==> config.mk <==
export PLATFORM = sky130hd
export DESIGN_NAME = commit_unit_flat
export DESIGN_NICKNAME = d
export VERILOG_FILES = /design/src/rtl/commit_unit_if.sv /design/src/rtl/commit_unit.sv /design/src/flat_wrapper.sv
export SDC_FILE = /design/constraint.sdc
export NUM_CORES = 1
export LEC_CHECK = 0
export BUFFER_PORTS_ARGS = -buffer_cell sky130_fd_sc_hd__buf_2
export CORE_AREA = 3 3 177 179
export CTS_CLUSTER_SIZE = 40
export DETAILED_ROUTE_END_ITERATION = 16
export DIE_AREA = 0 0 180 182
export GPL_TIMING_DRIVEN = 0
export SLEW_MARGIN = 20
export SYNTH_ARGS = -nofsm -noshare
export SYNTH_HDL_FRONTEND = slang
export SYNTH_SLANG_ARGS = --single-unit
==> constraint.sdc <==
create_clock -name clk -period 8.6 [get_ports clk]
set_input_delay 0.43 -clock clk [delete_from_list [all_inputs] [get_ports clk]]
set_output_delay 0.43 -clock clk [all_outputs]
set_load 0.1 [all_outputs]
==> src/rtl/commit_unit_if.sv <==
// ROB-to-commit-unit retirement bundle: two in-order slots plus the ready back-pressure.
interface commit_unit_if #(
  parameter int unsigned COMMIT_WIDTH = 2,
  parameter int unsigned ARCH_REG_W   = 5,
  parameter int unsigned PHY_REG_W    = 6,
  parameter int unsigned PC_W         = 32
);
  logic [COMMIT_WIDTH-1:0]                 valid;
  logic [COMMIT_WIDTH-1:0][PC_W-1:0]       pc;
  logic [COMMIT_WIDTH-1:0]                 rf_we;
  logic [COMMIT_WIDTH-1:0][ARCH_REG_W-1:0] arch_reg;
  logic [COMMIT_WIDTH-1:0][PHY_REG_W-1:0]  phy_reg;
  logic [COMMIT_WIDTH-1:0][PHY_REG_W-1:0]  old_phy_reg;
  logic [COMMIT_WIDTH-1:0]                 is_br;
  logic [COMMIT_WIDTH-1:0]                 br_taken;
  logic [COMMIT_WIDTH-1:0]                 br_redirect;
  logic [COMMIT_WIDTH-1:0][PC_W-1:0]       br_target;
  logic [COMMIT_WIDTH-1:0]                 excp_valid;
  logic [COMMIT_WIDTH-1:0][5:0]            excp_ecode;
  logic [COMMIT_WIDTH-1:0]                 ertn;
  logic [COMMIT_WIDTH-1:0]                 priv_flush;
  logic                                    ready;

  modport master (
    output valid, pc, rf_we, arch_reg, phy_reg, old_phy_reg, is_br, br_taken,
           br_redirect, br_target, excp_valid, excp_ecode, ertn, priv_flush,
    input  ready
  );

  modport slave (
    input  valid, pc, rf_we, arch_reg, phy_reg, old_phy_reg, is_br, br_taken,
           br_redirect, br_target, excp_valid, excp_ecode, ertn, priv_flush,
    output ready
  );
endinterface

==> src/rtl/commit_unit.sv <==
// Retirement back end: ARAT update, free-list release, BPU training and
// single-flush event handling with a RUN/FLUSH/RECOVER retirement blocker.
module commit_unit #(
  parameter int unsigned COMMIT_WIDTH   = 2,
  parameter int unsigned ARCH_REG_W     = 5,
  parameter int unsigned PHY_REG_W      = 6,
  parameter int unsigned PC_W           = 32,
  parameter int unsigned RECOVER_CYCLES = 2
) (
  input  logic                                    clk,
  input  logic                                    rst_n,
  commit_unit_if.slave                            cmt,
  input  logic [PC_W-1:0]                         csr_eentry,
  input  logic [PC_W-1:0]                         csr_era,
  output logic [COMMIT_WIDTH-1:0]                 arat_we,
  output logic [COMMIT_WIDTH-1:0][ARCH_REG_W-1:0] arat_idx,
  output logic [COMMIT_WIDTH-1:0][PHY_REG_W-1:0]  arat_phy,
  output logic [COMMIT_WIDTH-1:0]                 fl_release,
  output logic [COMMIT_WIDTH-1:0][PHY_REG_W-1:0]  fl_reg,
  output logic                                    bpu_upd_valid,
  output logic [PC_W-1:0]                         bpu_upd_pc,
  output logic                                    bpu_upd_taken,
  output logic [PC_W-1:0]                         bpu_upd_target,
  output logic                                    flush_o,
  output logic [PC_W-1:0]                         redirect_pc,
  output logic                                    excp_o,
  output logic [5:0]                              excp_ecode_o,
  output logic [PC_W-1:0]                         excp_epc_o,
  output logic [31:0]                             retired_cnt
);

  localparam int unsigned CNT_W = 4;

  typedef enum logic [1:0] {RUN, FLUSH, RECOVER} state_t;

  state_t                  state;
  logic [CNT_W-1:0]        rec_cnt;
  logic                    ready_q;

  logic [COMMIT_WIDTH-1:0] ev;
  logic [COMMIT_WIDTH-1:0] acc;
  logic [COMMIT_WIDTH-1:0] ret;
  logic [COMMIT_WIDTH-1:0] wr;
  logic                    ev_take;
  logic                    ev_slot;
  logic                    ev_excp;
  logic                    bpu_v;
  logic                    bpu_sel;
  logic [1:0]              ret_n;
  logic [PC_W-1:0]         redir_pc;

  assign cmt.ready = ready_q;

  // Slot acceptance, retirement qualification and event selection.
  always_comb begin
    ev       = '0;
    acc      = '0;
    ret      = '0;
    wr       = '0;
    redir_pc = '0;
    for (int i = 0; i < int'(COMMIT_WIDTH); i++) begin
      ev[i] = cmt.excp_valid[i] | cmt.ertn[i] | cmt.br_redirect[i] | cmt.priv_flush[i];
    end
    acc[0] = ready_q & cmt.valid[0];
    acc[1] = acc[0] & ~ev[0] & cmt.valid[1];
    ret    = acc & ~cmt.excp_valid;
    for (int i = 0; i < int'(COMMIT_WIDTH); i++) begin
      wr[i] = ret[i] & cmt.rf_we[i] & (cmt.arch_reg[i] != '0);
    end
    ev_take = |(acc & ev);
    ev_slot = ~(acc[0] & ev[0]);
    ev_excp = ev_take & cmt.excp_valid[ev_slot];
    bpu_v   = |(ret & cmt.is_br);
    bpu_sel = ~(ret[0] & cmt.is_br[0]);
    ret_n   = 2'(ret[0]) + 2'(ret[1]);
    // Within the event slot: exception beats ertn beats mispredict beats refetch.
    if (cmt.excp_valid[ev_slot]) begin
      redir_pc = csr_eentry;
    end else if (cmt.ertn[ev_slot]) begin
      redir_pc = csr_era;
    end else if (cmt.br_redirect[ev_slot]) begin
      redir_pc = cmt.br_target[ev_slot];
    end else begin
      redir_pc = cmt.pc[ev_slot] + PC_W'(4);
    end
  end

  // Registered outputs and recovery FSM.
  always_ff @(posedge clk or negedge rst_n) begin
    if (!rst_n) begin
      state          <= RUN;
      rec_cnt        <= '0;
      ready_q        <= 1'b1;
      arat_we        <= '0;
      arat_idx       <= '0;
      arat_phy       <= '0;
      fl_release     <= '0;
      fl_reg         <= '0;
      bpu_upd_valid  <= 1'b0;
      bpu_upd_pc     <= '0;
      bpu_upd_taken  <= 1'b0;
      bpu_upd_target <= '0;
      flush_o        <= 1'b0;
      redirect_pc    <= '0;
      excp_o         <= 1'b0;
      excp_ecode_o   <= '0;
      excp_epc_o     <= '0;
      retired_cnt    <= '0;
    end else begin
      arat_we        <= wr;
      arat_idx       <= cmt.arch_reg;
      arat_phy       <= cmt.phy_reg;
      fl_release     <= wr;
      fl_reg         <= cmt.old_phy_reg;
      bpu_upd_valid  <= bpu_v;
      bpu_upd_pc     <= cmt.pc[bpu_sel];
      bpu_upd_taken  <= cmt.br_taken[bpu_sel];
      bpu_upd_target <= cmt.br_target[bpu_sel];
      flush_o        <= ev_take;
      redirect_pc    <= ev_take ? redir_pc : '0;
      excp_o         <= ev_excp;
      excp_ecode_o   <= ev_excp ? cmt.excp_ecode[ev_slot] : '0;
      excp_epc_o     <= ev_excp ? cmt.pc[ev_slot] : '0;
      retired_cnt    <= retired_cnt + 32'(ret_n);

      unique case (state)
        RUN: begin
          if (ev_take) begin
            state   <= FLUSH;
            ready_q <= 1'b0;
          end
        end
        FLUSH: begin
          state   <= RECOVER;
          rec_cnt <= CNT_W'(RECOVER_CYCLES - 1);
        end
        RECOVER: begin
          if (rec_cnt == '0) begin
            state   <= RUN;
            ready_q <= 1'b1;
          end else begin
            rec_cnt <= rec_cnt - CNT_W'(1);
          end
        end
        default: begin
          state   <= RUN;
          ready_q <= 1'b1;
        end
      endcase
    end
  end

endmodule

==> src/flat_wrapper.sv <==
// flat-port wrapper written by rule: the top's interface ports become plain ports
module commit_unit_flat 
#(
  parameter int unsigned COMMIT_WIDTH   = 2,
  parameter int unsigned ARCH_REG_W     = 5,
  parameter int unsigned PHY_REG_W      = 6,
  parameter int unsigned PC_W           = 32,
  parameter int unsigned RECOVER_CYCLES = 2
)
  (clk, rst_n, csr_eentry, csr_era, arat_we, arat_idx, arat_phy, fl_release, fl_reg, bpu_upd_valid, bpu_upd_pc, bpu_upd_taken, bpu_upd_target, flush_o, redirect_pc, excp_o, excp_ecode_o, excp_epc_o, retired_cnt, cmt_valid, cmt_pc, cmt_rf_we, cmt_arch_reg, cmt_phy_reg, cmt_old_phy_reg, cmt_is_br, cmt_br_taken, cmt_br_redirect, cmt_br_target, cmt_excp_valid, cmt_excp_ecode, cmt_ertn, cmt_priv_flush, cmt_ready);
  commit_unit_if #(.COMMIT_WIDTH(COMMIT_WIDTH), .ARCH_REG_W(ARCH_REG_W), .PHY_REG_W(PHY_REG_W), .PC_W(PC_W)) cmt_i ();
  input  logic clk;
  input  logic rst_n;
  input  logic [PC_W-1:0] csr_eentry;
  input  logic [PC_W-1:0] csr_era;
  output logic [COMMIT_WIDTH-1:0] arat_we;
  output logic [COMMIT_WIDTH-1:0][ARCH_REG_W-1:0] arat_idx;
  output logic [COMMIT_WIDTH-1:0][PHY_REG_W-1:0] arat_phy;
  output logic [COMMIT_WIDTH-1:0] fl_release;
  output logic [COMMIT_WIDTH-1:0][PHY_REG_W-1:0] fl_reg;
  output logic bpu_upd_valid;
  output logic [PC_W-1:0] bpu_upd_pc;
  output logic bpu_upd_taken;
  output logic [PC_W-1:0] bpu_upd_target;
  output logic flush_o;
  output logic [PC_W-1:0] redirect_pc;
  output logic excp_o;
  output logic [5:0] excp_ecode_o;
  output logic [PC_W-1:0] excp_epc_o;
  output logic [31:0] retired_cnt;
  input wire logic [$bits(cmt_i.valid)-1:0] cmt_valid;
  input wire logic [$bits(cmt_i.pc)-1:0] cmt_pc;
  input wire logic [$bits(cmt_i.rf_we)-1:0] cmt_rf_we;
  input wire logic [$bits(cmt_i.arch_reg)-1:0] cmt_arch_reg;
  input wire logic [$bits(cmt_i.phy_reg)-1:0] cmt_phy_reg;
  input wire logic [$bits(cmt_i.old_phy_reg)-1:0] cmt_old_phy_reg;
  input wire logic [$bits(cmt_i.is_br)-1:0] cmt_is_br;
  input wire logic [$bits(cmt_i.br_taken)-1:0] cmt_br_taken;
  input wire logic [$bits(cmt_i.br_redirect)-1:0] cmt_br_redirect;
  input wire logic [$bits(cmt_i.br_target)-1:0] cmt_br_target;
  input wire logic [$bits(cmt_i.excp_valid)-1:0] cmt_excp_valid;
  input wire logic [$bits(cmt_i.excp_ecode)-1:0] cmt_excp_ecode;
  input wire logic [$bits(cmt_i.ertn)-1:0] cmt_ertn;
  input wire logic [$bits(cmt_i.priv_flush)-1:0] cmt_priv_flush;
  output wire logic [$bits(cmt_i.ready)-1:0] cmt_ready;
  assign cmt_i.valid = cmt_valid;
  assign cmt_i.pc = cmt_pc;
  assign cmt_i.rf_we = cmt_rf_we;
  assign cmt_i.arch_reg = cmt_arch_reg;
  assign cmt_i.phy_reg = cmt_phy_reg;
  assign cmt_i.old_phy_reg = cmt_old_phy_reg;
  assign cmt_i.is_br = cmt_is_br;
  assign cmt_i.br_taken = cmt_br_taken;
  assign cmt_i.br_redirect = cmt_br_redirect;
  assign cmt_i.br_target = cmt_br_target;
  assign cmt_i.excp_valid = cmt_excp_valid;
  assign cmt_i.excp_ecode = cmt_excp_ecode;
  assign cmt_i.ertn = cmt_ertn;
  assign cmt_i.priv_flush = cmt_priv_flush;
  assign cmt_ready = cmt_i.ready;
  commit_unit #(.COMMIT_WIDTH(COMMIT_WIDTH), .ARCH_REG_W(ARCH_REG_W), .PHY_REG_W(PHY_REG_W), .PC_W(PC_W), .RECOVER_CYCLES(RECOVER_CYCLES)) u_core (.clk(clk), .rst_n(rst_n), .cmt(cmt_i), .csr_eentry(csr_eentry), .csr_era(csr_era), .arat_we(arat_we), .arat_idx(arat_idx), .arat_phy(arat_phy), .fl_release(fl_release), .fl_reg(fl_reg), .bpu_upd_valid(bpu_upd_valid), .bpu_upd_pc(bpu_upd_pc), .bpu_upd_taken(bpu_upd_taken), .bpu_upd_target(bpu_upd_target), .flush_o(flush_o), .redirect_pc(redirect_pc), .excp_o(excp_o), .excp_ecode_o(excp_ecode_o), .excp_epc_o(excp_epc_o), .retired_cnt(retired_cnt));
endmodule
* Word-level counts from Yosys, hierarchy flattened
Index checks and enable logic that the tools add are counted.
** Word-level totals
- Bits in registers :: 213
- Input bits :: 256
- Output and inout bits :: 209
- Logic and storage cells :: 97
** Cells by class
- Add/sub/neg operators :: 4
- $lt $le $gt $ge :: 2
- Equal/unequal tests :: 5
- Mux-type cells :: 32
- Bitwise operators :: 24
- Reduce and logical (&&, ||, !) cells :: 10
** Operators with widths (count)
- $mux W32 :: 13
- $add A32 B2 Y32 :: 1
- $add A32 B3 Y32 const B :: 1
- $mux W6 :: 3
- $and A1 B1 Y1 :: 10
- $mux W1 :: 10
- $reduce_bool A5 Y1 :: 2
- $pmux W4 S2 :: 1
- $and A2 B2 Y2 :: 3
- $or A1 B1 Y1 :: 6
- $pmux W2 S3 :: 1
- $logic_not A4 Y1 :: 1
- $lt A1 B2 Y1 const B :: 2
- $mux W2 :: 2
- $mux W4 :: 1
- $ne A2 B1 Y1 const B :: 2
- $not A1 Y1 :: 4
- $reduce_and A2 Y1 :: 2
- $reduce_or A2 Y1 :: 2
- $sub A4 B1 Y4 const B :: 1
- $pmux W1 S3 :: 1
- $reduce_and A3 Y1 :: 1
- $add A1 B1 Y2 :: 1
- $eq A2 B1 Y1 const B :: 1
- 5 further kinds :: 5

* Depth between registers and ports, before layout
- Depth after elaboration :: 12
- Mapped depth :: 16
- Gate-level depth less buffers :: 12

* Least setup slack after synthesis
OpenSTA, ideal clock, no wires.
- Kind :: reg2reg
- From :: register u_core.ready_q, in the netlist u_core.cmt.ready
- To :: register u_core.redirect_pc[30]
- Setup time :: 0.077 ns
- Arrival time :: 4.120 ns
- Path slack :: 4.404 ns
- Cell stages (with the launch flop) :: 16
- Clock period less this slack :: 4.196 ns
- Cells stage by stage :: dfstp_2 > nand2_1 > clkbuf_1 > nor2_2 > buf_2 > buf_2 > buf_1 > nand2_1 > nand2_1 > ha_1 > nand4_1 > a2111oi_2 > a31oi_2 > nor4_1 > mux2_2 > o21ai_1
** Between the ends
- Word-level cells in the longest chain between the ends :: 9
- Elaborated cells between the ends (all ways) :: 21
** Ends and longest elaborated chain
- from (decl) :: RTL line commit_unit.sv:38 : logic ready_q;
- from (signal assigned) :: RTL line commit_unit.sv:93 : ready_q <= 1'b1;
- from (signal assigned) :: RTL line commit_unit.sv:130 : ready_q <= 1'b0;
- from (signal assigned) :: RTL line commit_unit.sv:140 : ready_q <= 1'b1;
- $and A1 B1 Y1 * :: RTL line commit_unit.sv:64 : acc[0] = ready_q & cmt.valid[0];
- $and A1 B1 Y1 :: RTL line commit_unit.sv:71 : ev_slot = ~(acc[0] & ev[0]);
- $mux W32 (implied by the code) (2 in a row) :: RTL line commit_unit.sv:84 : redir_pc = cmt.pc[ev_slot] + PC_W'(4);
- $add A32 B3 Y32 :: RTL line commit_unit.sv:84
- $mux W32 :: RTL line commit_unit.sv:81 : end else if (cmt.br_redirect[ev_slot]) begin
- $mux W32 :: RTL line commit_unit.sv:79 : end else if (cmt.ertn[ev_slot]) begin
- $mux W32 :: RTL line commit_unit.sv:77 : if (cmt.excp_valid[ev_slot]) begin
- $mux W32 * :: RTL line commit_unit.sv:120 : redirect_pc <= ev_take ? redir_pc : '0;
- to (signal assigned) :: RTL line commit_unit.sv:120
- to (decl) :: RTL line commit_unit.sv:25 : output logic [PC_W-1:0] redirect_pc,
Mark *: on every way between the ends. The rest lies on a longest branch, timed or not. The select of a mux whose other input is x is not followed.
A chain may end at the register's enable or synchronous reset.

* Worst setup path after layout
- From :: register u_core.ready_q, in the netlist u_core.cmt.ready
- To :: register u_core.redirect_pc[16]
Same word-level chain as after synthesis.

==> results by group <==
Drt
  – Vias/cell: roughly 5.3
  – Remaining DRCs: 0
  – Drt first-iter violations: 666
  – ANT nets after route: 0
  – WL/cell: 24.72 microns
  – Wirelength, routed: 46.89 mm
  – DR pass1 iterations: 5
  – Vias: a little over 10000

Synthesis
  – Adder-Cell Fraction of Synth Area: 0.5724%
  – Main combinational cell family by area after synthesis: simple AND/OR/NAND/NOR gates
  – Register area share after synthesis: roughly 53%
  – Primary FF master, synth: dfrtp_1
  – FF+latch count, synth: around 210
  – Largest cells by area after synthesis: dfrtp_1 53%, mux2_2 7.8%, nand2_1 5.0%, xnor2_1 3.0%, mux2i_1 2.9%
  – Synth Area in Simple Gates: between 10% and 20%
  – Top-count cell post-synth: dfrtp_1
  – Yosys top cell area share: 52.76%
  – Mux share of post-synthesis cell area: 10.73%
  – Synthesized cell area: 10050 sq um
  – Post-synth top cells: 212 x dfrtp_1, 133 x nand2_1, 70 x mux2_2
  – Syn Nets: 1219
  – Area leader, netlist: dfrtp_1
  – Mapped Avg Cell Area: 10.48 sq um
  – Number of flops mapped to enable cells by yosys: 0
  – Xor/xnor share of the synthesized area: 4.355%
  – FFs w/ async S/R, synth: between 90% and 100%
  – Unique masters post-synth: 60
  – Cells after Synth: 959
  – Synth warn: 0
  – Compound-gate portion of the synthesized area: 12.37%

Floorplan
  – Die width: 180 microns
  – Core area: 29720 sq um
  – Row cnt: 63
  – Die height: 182 microns
  – Initial Util: 33.83%
  – IO Count: 465
  – Total die area: 32760 sq um

Global routing
  – First-pass GRT wire length: 68.37 mm
  – GRT Residual Overflow: 0
  – Initial antenna violation count: 8
  – Vias in the first global route: 10470
  – Gr usage total: 27.68%
  – Largest net degree at the start of global routing: 94

Clocking
  – Clk root buf: clkbuf_16
  – CTS tree: built
  – Clk slew on worst S/H paths: ~0.060 ns
  – Max Buffers Root-to-Sink: 3
  – Clk sink count: between 200 and 250
  – Clock Latency Late Sink: 0.54 ns
  – Cts bufs inserted: 25
  – Post-CTS setup buffers: 0
  – H-tree depth: 1

Worst setup path
  – WP data required: 9.01 ns
  – Reg-to-reg slack, setup: 3.33 ns
  – CP arrival: 5.68 ns
  – Worst Setup End Kind: flip-flop
  – CP Max Fanout: 10
  – CP Class: reg2reg
  – Startpoint class of the critical path: flip-flop

Timing
  – Slew Limit Fails: 0
  – Hold Violations, Final: 0
  – Worst-Margin Slew: 1.048 ns
  – Post-Route Setup TNS: 0 ns
  – Fmax achieved: 0.1897 GHz
  – Part of the cycle the worst path needs: 61.29%
  – Max_slew headroom: 29.50%
  – Fin crit period: 5.271 ns
  – RSZ-0062 raised after global routing: no
  – Final setup fails: 0
  – Worst Skew: ~0.021 ns

Placement
  – Detailed Place HPWL: 36.79 mm
  – GP Congestion: 0.9111
  – Port bufs: 464
  – Cell Count Post-Placement: 1816

Final layout
  – Share of layout cells above drive strength 1: 40.23%
  – Nets: 1746
  – Final cell count without fillers: approximately 1900
  – Area Overhead vs Synth: 39.82%
  – Filler cells: 2863

Worst hold path
  – Min-delay worst type: in2reg

Power
  – Leak pwr: 7.020 nW
  – Pwr/cell area: 281.5 nW/um^2
  – Peak supply drop: 0.1574 mV

Job
  – Number of max-cap violations: 0

Status
  – Outcome: completed
-- layer usage --
layer | share of wire, % | global-route usage, % | vias up
met1 | 38 | 32.87 | 4942
met2 | 51 | 49.81 | 507
met5 | 0.13 | 0 | -
met3 | 8.1 | 7.272 | 84
met4 | 2.8 | 7.209 | 10
li1 | - | - | 4514
-- cells in the final DEF, fill, tap and decap left out, types with 4 or more instances in the layout --
| master | synthesis | layout |
|---|---|---|
| o21ai_0 | 36 | 36 |
| clkbuf_1 | 31 | 36 |
| or3_1 | 10 | 10 |
| mux2i_1 | 29 | 29 |
| inv_1 | 21 | 21 |
| dfrtp_1 | 212 | 212 |
| o31ai_1 | 5 | 5 |
| and4_1 | 4 | 4 |
| a31oi_1 | 13 | 13 |
| buf_4 | 5 | 6 |
| nand4_1 | 15 | 15 |
| clkinv_2 | 0 | 6 |
| clkbuf_8 | 0 | 5 |
| a221oi_1 | 10 | 9 |
| dlygate4sd3_1 | 0 | 33 |
| o21ai_1 | 4 | 4 |
| and3_1 | 15 | 15 |
| clkbuf_16 | 0 | 25 |
| nor4_1 | 9 | 9 |
| xnor2_1 | 34 | 34 |
| o211ai_1 | 14 | 14 |
| a211oi_1 | 12 | 12 |
| or4_1 | 7 | 7 |
| buf_2 | 10 | 473 |
| a221o_1 | 5 | 5 |
| nor2_1 | 47 | 47 |
| nor3_1 | 21 | 21 |
| nand2_1 | 133 | 133 |
| a21oi_1 | 44 | 44 |
| xor2_1 | 16 | 16 |
| mux2_2 | 70 | 70 |
| nand2b_1 | 4 | 4 |
| a22oi_1 | 8 | 8 |
| and2_1 | 7 | 7 |
| a22o_1 | 4 | 4 |
| buf_1 | 4 | 4 |
| nor2b_1 | 8 | 8 |
| nand3_1 | 48 | 48 |
-- what timing repair did --
action / CTS / global route
hold buffers: 33 / 0
gates resized for setup: 0 / 0
hold endpoints to repair: 64 / 0
-- stage by stage --
step | hold WS [ns] | instance area, sq um | utilization, % | worst slack [ns] | total power [W]
floorplan | 0.1344 | 10050 | - | 4.404 | 0.002446
finish | 0.02705 | 14060 | 47.31 | 3.329 | 0.003958
CTS | 0.002526 | 14050 | 47.28 | 3.460 | 0.003979
detailed placement | 0.3177 | 12940 | 43.56 | 3.473 | 0.002938
global placement | 0.4573 | 12860 | 43.29 | 3.323 | 0.002923
global route | 0.005259 | 14060 | 47.31 | 3.153 | 0.004103
-- path summary, 6_finish.rpt --
check | start | endpoint | cells past startpoint
worst max-delay path | u_core.cmt.ready | u_core.redirect_pc[16] | 15
worst min-delay path | cmt_arch_reg[4] | u_core.arat_idx[4] | 1
worst max register to register | u_core.cmt.ready | u_core.redirect_pc[16] | 15
worst min register to register | u_core.retired_cnt[31] | u_core.retired_cnt[31] | 1
max in group asynchronous | rst_n | u_core.bpu_upd_target[21] | 3
min in group asynchronous | rst_n | u_core.bpu_upd_pc[10] | 2
-- critical path, cell delays in order, from the launching register on --
cell and delay, ns:
dfstp_2 0.58, nand2_1 0.19, clkbuf_1 0.33, nor2_2 0.37, buf_2 0.31, buf_2 0.37, buf_1 0.43, nand2_1 0.14
nand2_1 0.09, ha_1 0.30, nand4_1 0.27, a2111oi_2 0.45, a31oi_2 0.20, or4_1 0.60, a21oi_1 0.38, o21ai_1 0.10
-- logic make-up after synthesis --
kind of cell | count (synthesis)
xor+xnor | 50
flops | 213
mux | 99
buf+inv | 74
compound gates | 185
fa+ha+maj | 4
simple gates | 334
-- layout make-up --
type | instances | area [sq um] | area share [%]
plain buffers | 52 | 241.5 | 1.718
multi-input cells | 672 | 4405 | 31.34
clock buffers | 35 | 713.2 | 5.073
repair buffers | 500 | 2725 | 19.38
inverters | 22 | 82.58 | 0.5874
well taps | 390 | 488.0 | 3.471
flip-flops and latches | 213 | 5331 | 37.92
clock inverters | 10 | 63.81 | 0.4539
diodes | 3 | 7.507 | 0.05340
-- report_power, final --
| part | leakage, nW | internal, W | switching, W |
|---|---|---|---|
| Combinational | 3.95 | 0.000338 | 0.00142 |
| Clock | 0.387 | 0.000579 | 0.000441 |
| Sequential | 2.69 | 0.00113 | 0.0000545 |
| Total | 7.02 | 0.00204 | 0.00191 |
Note: power is estimated with default switching activity, not from simulation.
